[config.mk]
export PLATFORM = sky130hd
export DESIGN_NAME = kf6845_register_loader
export DESIGN_NICKNAME = d
export VERILOG_FILES = /design/src/rtl/kf6845_register_loader.sv
export SDC_FILE = /design/constraint.sdc
export NUM_CORES = 1
export LEC_CHECK = 0
export BUFFER_PORTS_ARGS = -buffer_cell sky130_fd_sc_hd__buf_2
export CORE_MARGIN = 2
export CORE_UTILIZATION = 51
export DETAILED_ROUTE_END_ITERATION = 10
export GPL_TIMING_DRIVEN = 0
export PLACE_DENSITY = 0.74
export SLEW_MARGIN = 0
export SYNTH_ARGS = -nofsm -noshare
export SYNTH_HDL_FRONTEND = slang
export SYNTH_SLANG_ARGS = --single-unit
[constraint.sdc]
create_clock -name clock -period 2.29 [get_ports clock]
set_clock_uncertainty 0.15 [all_clocks]
set_input_delay 0.458 -clock clock [delete_from_list [all_inputs] [get_ports clock]]
set_output_delay 0.458 -clock clock [all_outputs]
set_load 0.01 [all_outputs]
[src/rtl/kf6845_register_loader.sv]
// Bus initiator that queues register read/write commands and plays them out as
// two-phase KF6845 accesses. Define KF6845_LOADER_ADDR_CACHE_EN to skip redundant address phases.
module kf6845_register_loader #(
   parameter int unsigned ENABLE_CYCLES = 2,
   parameter int unsigned FIFO_DEPTH    = 4
) (
   input  logic       clock,
   input  logic       reset,
   input  logic       req_valid,
   output logic       req_ready,
   input  logic       req_write,
   input  logic [4:0] req_addr,
   input  logic [7:0] req_data,
   output logic       rsp_valid,
   output logic [7:0] rsp_data,
   output logic       busy,
   output logic       CS_N,
   output logic       RS,
   output logic       ENABLE,
   output logic       R_OR_W,
   output logic [7:0] bus_data_out,
   input  logic [7:0] bus_data_in
);

   localparam int unsigned AW = $clog2(FIFO_DEPTH);
   localparam int unsigned CW = AW + 1;
   localparam int unsigned SW = (ENABLE_CYCLES > 1) ? $clog2(ENABLE_CYCLES) : 1;

   typedef struct packed {
      logic       wr;
      logic [4:0] addr;
      logic [7:0] data;
   } cmd_t;

   typedef enum logic [2:0] {IDLE, SETUP, STROBE, HOLD, GAP} state_t;

   cmd_t            mem_q [FIFO_DEPTH];
   logic [AW-1:0]   wr_ptr_q, rd_ptr_q;
   logic [CW-1:0]   count_q, count_d;
   logic            full_q;
   logic            push, pop, empty;
   cmd_t            head;

   state_t          state_q, state_d;
   logic            phase_q, phase_d;
   logic [SW-1:0]   scnt_q, scnt_d;
   cmd_t            cmd_q, cmd_d;
   logic            rsp_valid_q, rsp_valid_d;
   logic [7:0]      rsp_data_q, rsp_data_d;
   logic            load_now, hit;

`ifdef KF6845_LOADER_ADDR_CACHE_EN
   logic            cache_v_q, cache_v_d;
   logic [4:0]      cache_a_q, cache_a_d;
`endif

   assign empty     = (count_q == '0);
   assign push      = req_valid & ~full_q;
   assign head      = mem_q[rd_ptr_q];
   assign req_ready = ~full_q;

   always_ff @(posedge clock) begin
      if (push) begin
         mem_q[wr_ptr_q] <= {req_write, req_addr, req_data};
      end
   end

   always_comb begin
      count_d = count_q;
      unique case ({push, pop})
         2'b10:   count_d = count_q + CW'(1);
         2'b01:   count_d = count_q - CW'(1);
         default: count_d = count_q;
      endcase
   end

   always_ff @(posedge clock) begin
      if (reset) begin
         wr_ptr_q <= '0;
         rd_ptr_q <= '0;
         count_q  <= '0;
         full_q   <= 1'b0;
      end else begin
         if (push) wr_ptr_q <= wr_ptr_q + AW'(1);
         if (pop)  rd_ptr_q <= rd_ptr_q + AW'(1);
         count_q <= count_d;
         full_q  <= (count_d == CW'(FIFO_DEPTH));
      end
   end

`ifdef KF6845_LOADER_ADDR_CACHE_EN
   assign hit = cache_v_q && (cache_a_q == head.addr);
`else
   assign hit = 1'b0;
`endif

   // A new command loads from IDLE or straight out of the GAP that ends a data phase.
   assign load_now = ~empty && ((state_q == IDLE) || ((state_q == GAP) && phase_q));

   always_comb begin
      state_d     = state_q;
      phase_d     = phase_q;
      scnt_d      = scnt_q;
      cmd_d       = cmd_q;
      rsp_valid_d = 1'b0;
      rsp_data_d  = rsp_data_q;
      pop         = 1'b0;
`ifdef KF6845_LOADER_ADDR_CACHE_EN
      cache_v_d   = cache_v_q;
      cache_a_d   = cache_a_q;
`endif
      unique case (state_q)
         IDLE: state_d = IDLE;
         SETUP: begin
            state_d = STROBE;
            scnt_d  = '0;
         end
         STROBE: begin
            if (scnt_q == SW'(ENABLE_CYCLES - 1)) begin
               state_d = HOLD;
               if (phase_q && !cmd_q.wr) begin
                  rsp_valid_d = 1'b1;
                  rsp_data_d  = bus_data_in;
               end
            end else begin
               scnt_d = scnt_q + SW'(1);
            end
         end
         HOLD: state_d = GAP;
         GAP: begin
            if (!phase_q) begin
               phase_d = 1'b1;
               state_d = SETUP;
`ifdef KF6845_LOADER_ADDR_CACHE_EN
               cache_v_d = 1'b1;
               cache_a_d = cmd_q.addr;
`endif
            end else begin
               state_d = IDLE;
            end
         end
         default: state_d = IDLE;
      endcase
      if (load_now) begin
         pop     = 1'b1;
         cmd_d   = head;
         phase_d = hit;
         state_d = SETUP;
      end
   end

   always_ff @(posedge clock) begin
      if (reset) begin
         state_q     <= IDLE;
         phase_q     <= 1'b0;
         scnt_q      <= '0;
         cmd_q       <= '0;
         rsp_valid_q <= 1'b0;
         rsp_data_q  <= '0;
`ifdef KF6845_LOADER_ADDR_CACHE_EN
         cache_v_q   <= 1'b0;
         cache_a_q   <= '0;
`endif
      end else begin
         state_q     <= state_d;
         phase_q     <= phase_d;
         scnt_q      <= scnt_d;
         cmd_q       <= cmd_d;
         rsp_valid_q <= rsp_valid_d;
         rsp_data_q  <= rsp_data_d;
`ifdef KF6845_LOADER_ADDR_CACHE_EN
         cache_v_q   <= cache_v_d;
         cache_a_q   <= cache_a_d;
`endif
      end
   end

   always_comb begin
      CS_N         = 1'b1;
      ENABLE       = 1'b0;
      RS           = 1'b0;
      R_OR_W       = 1'b1;
      bus_data_out = 8'h00;
      if ((state_q == SETUP) || (state_q == STROBE) || (state_q == HOLD)) begin
         CS_N   = 1'b0;
         ENABLE = (state_q == STROBE);
         RS     = phase_q;
         R_OR_W = phase_q & ~cmd_q.wr;
         if (!phase_q)      bus_data_out = {3'b000, cmd_q.addr};
         else if (cmd_q.wr) bus_data_out = cmd_q.data;
      end
   end

   assign rsp_valid = rsp_valid_q;
   assign rsp_data  = rsp_data_q;
   assign busy      = ~empty || (state_q != IDLE);

endmodule

* Word level (Yosys, flattened, before mapping)
Memories as Yosys holds them, arrays and structs flattened. A register that Yosys moved wholly into a read port is not among the register bits. Cells that the tools add are included.
Storage, ports and cells: register bits 22, memories 1, memory bits (writable) 56, word-level logic and storage cells 65, bits of input ports 25, output and inout bits 23
Operators by class: reductions and logical operators 15, $add $sub $neg 5, eq/ne operators 9, bitwise operators 7, mux-type cells 18
Memories:
- mem_q | depth 4, bits a word 14, read ports 1, clocked after memory_dff 1, wr ports 1, line 37 | cmd_t mem_q [FIFO_DEPTH];
Operator list (count):
- $mux 8 | 3
- $pmux 3 s4 | 1
- $mux 1 | 11
- $eq 3x2->1 const B | 2
- $eq 3x3->1 const B | 2
- $logic_not 3->1 | 2
- $pmux 3 s2 | 1
- $not 1->1 | 5
- $add 2x1->2 const B | 2
- $logic_or 1x1->1 | 4
- $add 3x1->3 const B | 1
- $eq 3x1->1 const B | 1
- $logic_and 1x1->1 | 3
- $mux 3 | 1
- $ne 3x3->1 const B | 1
- $reduce_and 3->1 | 1
- $reduce_bool 3->1 | 1
- $reduce_or 3->1 | 1
- $sub 3x1->3 const B | 1
- $and 1x1->1 | 2
- $eq 2x1->1 const B | 1
- $eq 2x2->1 const B | 1
- $ne 2x2->1 const B | 1
- $pmux 1 s2 | 1
- 4 further kinds | 4

* Logic depth before layout (Yosys ltp)
word-level depth 8, depth in mapped cells 9, depth with buffers taken out 7

* Worst setup path after synthesis
OpenSTA, ideal clock, no wires.
path kind input to register, start in req_valid, end reg full_q, setup time 86 ps, buffers on the path 1, path slack -38 ps, data required time 2054 ps, stages on the path 8, data arrival time 2092 ps, path through nor2b_1 > clkbuf_1 > inv_1 > ha_1 > fa_1 > xnor2_1 > or3_1 > a211oi_1
Between the ends: word-level cells in the longest chain between the ends 4, elaborated cells between the ends (all ways) 5, classes of those cells eq/ne: 3; mux: 1; bitwise: 1
RTL lines:
- start, declared | line 9 | input logic req_valid,
- $and 1x1->1 * | line 58 | assign push = req_valid & ~full_q;
- $eq 2x1->1 or $eq 2x2->1 (tied branches) | line 70 | unique case ({push, pop})
- $pmux 3 s2 * | line 70
- $eq 3x3->1 * | line 87 | full_q <= (count_d == CW'(FIFO_DEPTH));
- end signal, assigned | line 87
- end, declared | line 40 | logic full_q;
Mark *: on every way between the ends. The rest lies on a longest branch, timed or not. A chain may end at the register's enable or synchronous reset.

* Worst setup path in the final report
start reg count_q[0], end out busy
Between the ends: word-level cells in the longest chain between the ends 3
RTL lines:
- start, declared | line 39 | logic [CW-1:0] count_q, count_d;
- start signal, assigned | line 86 | count_q <= count_d;
- $logic_not 3->1 | line 57 | assign empty = (count_q == '0);
- $not 1->1 | line 196 | assign busy = ~empty || (state_q != IDLE);
- $logic_or 1x1->1 | line 196
- end, declared | line 16 | output logic busy,
No other way between the ends.

==> key figures <==
STA
  • RSZ-0062 raised after global routing: yes
  • Final worst slack: -0.0350 ns
  • Final Critical Period: 2.33 ns
  • Period Utilization, post-route: 1.02
  • Final setup TNS: -0.0350 ns
  • Final hold viol count: 0
  • Final setup viols: 1
  • Maximum clock rate: 0.430 GHz
  • Max-slew violations: 0
  • Worst slew pin tran: 0.812 ns
  • Hold Slack: 0.162 ns
  • Max_slew headroom: 0.459

Die
  • Die footprint: 8150 µm²
  • I/O pin total: 48
  • Initial core utilization: 0.527
  • Core area: 7210 µm²
  • Chip Height: 90.3 µm
  • Rows: 31
  • Die width: 90.3 µm

Worst setup path
  • CP endpoint kind: output pin
  • Buf/Inv on CP: 1
  • WP data required: 1.68 ns
  • CP startpoint kind: flip-flop
  • Max FO, Critical Path: 6
  • Reg2Reg Depth: 9
  • WP depth: 3
  • Critical path cell sequence: or3_4 > or4_1 > buf_2
  • CP max stage cell: or4_1
  • Crit-path max cell delay: 0.41 ns
  • WP data arrival: 1.72 ns
  • Top delay family on crit path: simple AND/OR/NAND/NOR gates
  • CP Class: reg -> out

Clock tree
  • Clock transition at path regs: 0.09 ns
  • CTS tree: built
  • CTS sink cnt: 92
  • CTS max path bufs: 2
  • Number of buffers created by CTS: 9
  • CTS Hold Buffers Added: 0
  • Insertion delay to the later sink of the worst-skew pair: 0.35 ns
  • Clock Tree Root: clkbuf_8
  • Max H-tree Level: 3

Detailed routing
  • DRC violations left: 0
  • DR vias/cell: 5.56
  • Initial drt markers: 228
  • Initial DRT Pass Iterations: 5
  • Routed via count: 2520
  • Avg WL per Cell: 16.4 µm
  • Final ANT Viol Nets: 0
  • Total wire length: 7.42 mm

Logic synthesis
  • Asr flop ratio synth: 0
  • Synth Instances: 285
  • #FFs+latches synth: 92
  • Register area share after synthesis: 0.632
  • Synthesized area per cell: 13.3 µm²
  • Library cells used by synthesis: 41
  • EDFF count, synth: 56
  • Yosys warning count: 0
  • Post-Syn Area: 3800 µm²
  • Syn nets: 316
  • Leading register cell type out of synthesis: edfxtp_1

Placement
  • Placed Area: 4160 µm²
  • Routability Congestion: 0.872
  • Hpwl dp: 4.89 mm
  • Post-place setup slack: -0.193 ns
  • Placed cells: 430
  • PortBufs: 46

Layout
  • Antenna diode count: 0
  • Nets: 380
  • Share of post-route cells with drive strength above 1: 0.328
  • Finished Layout Cells: 453
  • Layout area overhead: 19.0%
  • Final Instance Area: 4520 µm²

Min path
  • Hold Crit Depth: 1
  • Hold crit path type: in -> reg

Pwr
  • Leakage: 0.00164 µW
  • Maximum vdd drop: 0.580 mV
  • Pwr Density: 1180 nW/µm²

GRT
  • GRT overflow: 0
  • Total GRT Usage: 0.191
  • Initial antenna violation count: 0
  • Largest net degree at the start of global routing: 17
  • First-pass GRT wire length: 12.0 mm
  • Vias in the first global route: 2447

Status
  • Failing checks: setup timing
  • Outcome: finished, violations left

Run
  • Max-cap violations: 0
==> cells in the mapped netlist (all sizes together) (2+ instances only) <==
library cell	instances	share of area
nand4	15	0.025
or3	2	0.0033
dfxtp	36	0.19
nor3	4	0.0066
or4	2	0.0040
buf	14	0.022
mux4	14	0.083
and3b	2	0.0046
xnor2	3	0.0069
ha	5	0.016
o31ai	15	0.030
o21bai	3	0.0059
clkbuf	11	0.011
a21oi	32	0.042
nand3	13	0.017
o21ai	10	0.013
nand3b	2	0.0040
edfxtp	56	0.44
mux2i	2	0.0053
nor2b	4	0.0066
nand2	6	0.0059
inv	6	0.0059
or3b	2	0.0046
nor2	10	0.0099
and2	7	0.012
==> state kept, by name (all words and copies together), names as in the netlist <==
name,flops
full_q,1
rsp_valid,1
cmd_q,14
phase_q,1
mem_q,56
count_q,3
rd_ptr_q,2
scnt_q,1
wr_ptr_q,2
rsp_data,8
state_q,3
==> per-stage QoR <==
step                 util  total power (µW)
global route        0.627              5650
floorplan               -              3440
finish              0.627              5350
global placement    0.577              3820
CTS                 0.614              5170
detailed placement  0.577              3880
==> kinds of logic (layout without fill, tap and decap cells) <==
group / Yosys count / after routing / synth area share
AOI/OAI and AO/OA: 64 / 64 / 0.0998
DFF: 92 / 92 / 0.632
adders and majority gates: 6 / 6 / 0.0217
xor gates and xnor gates: 4 / 4 / 0.00922
and+or+nand+nor: 71 / 71 / 0.106
buffers and inverters: 31 / 100 / 0.0395
muxes: 17 / 17 / 0.0912
==> cell type report <==
class                      instances  area [µm²]
inverter                           6        25.0
clock inverter                     7        97.6
buffer                            24         136
fill                             582        2690
clock buffer                       9         124
tap                               99         124
sequential                        92        2410
timing repair buffer              54         290
multi-input combinational        162        1320
==> worst register-to-register path: stages (launching register included) <==
cell,delay [ns]
dfxtp_2,0.32
buf_6,0.12
or2_1,0.23
buf_6,0.13
nor3_4,0.22
ha_4,0.17
fa_2,0.21
xnor2_2,0.07
or3_4,0.37
a211oi_2,0.18
==> cells in the final DEF, fill, tap and decap left out, types with 3 or more instances in the layout <==
| master | instances |
|---|---|
| ha_1 | 4 |
| edfxtp_1 | 56 |
| nor2_1 | 9 |
| nor2b_1 | 4 |
| clkbuf_2 | 3 |
| a21oi_1 | 32 |
| dfxtp_1 | 33 |
| nand2_1 | 6 |
| nand4_1 | 15 |
| clkbuf_8 | 9 |
| o21ai_0 | 10 |
| nand3_1 | 13 |
| buf_2 | 53 |
| o31ai_1 | 15 |
| clkbuf_1 | 7 |
| buf_4 | 10 |
| mux4_2 | 14 |
| buf_6 | 3 |
| inv_1 | 5 |
| and2_1 | 7 |
==> worst paths after layout <==
| kind | start | endpoint | slack, ns |
|---|---|---|---|
| max | count_q[0] | busy | -0.04 |
| min | req_addr[2] | mem_q[1][10] | 0.16 |
| max reg2reg | state_q[1] | full_q | 0.05 |
| min reg2reg | cmd_q[5] | cmd_q[5] | 0.32 |
==> repair_timing <==
| action | in CTS | in global routing |
|---|---|---|
| gates resized for setup | 11 | 11 |
| cloned | 0 | 0 |
| pin swaps | 3 | 8 |
| setup buffers | 2 | 6 |
| endpoints found under the setup margin | 14 | 7 |
==> power by group <==
group | total, µW | leakage, µW | internal, µW | switching, µW
Sequential | 2210 | 0.000809 | 2070 | 146
Clock | 1200 | 0.000108 | 621 | 577
Combinational | 1940 | 0.000718 | 888 | 1050
Total | 5350 | 0.00164 | 3580 | 1770
==> layer usage <==
layer  routed length [µm]  track usage  vias up  share of wire
met5                    0            0        -              0
met2                 3680        0.307       74           0.50
li1                     -            -     1213              -
met1                 3230        0.256     1222           0.44
met4                  124       0.0872        0          0.017
met3                  386       0.0317       11          0.052
Power figures use the tool's default switching activity.
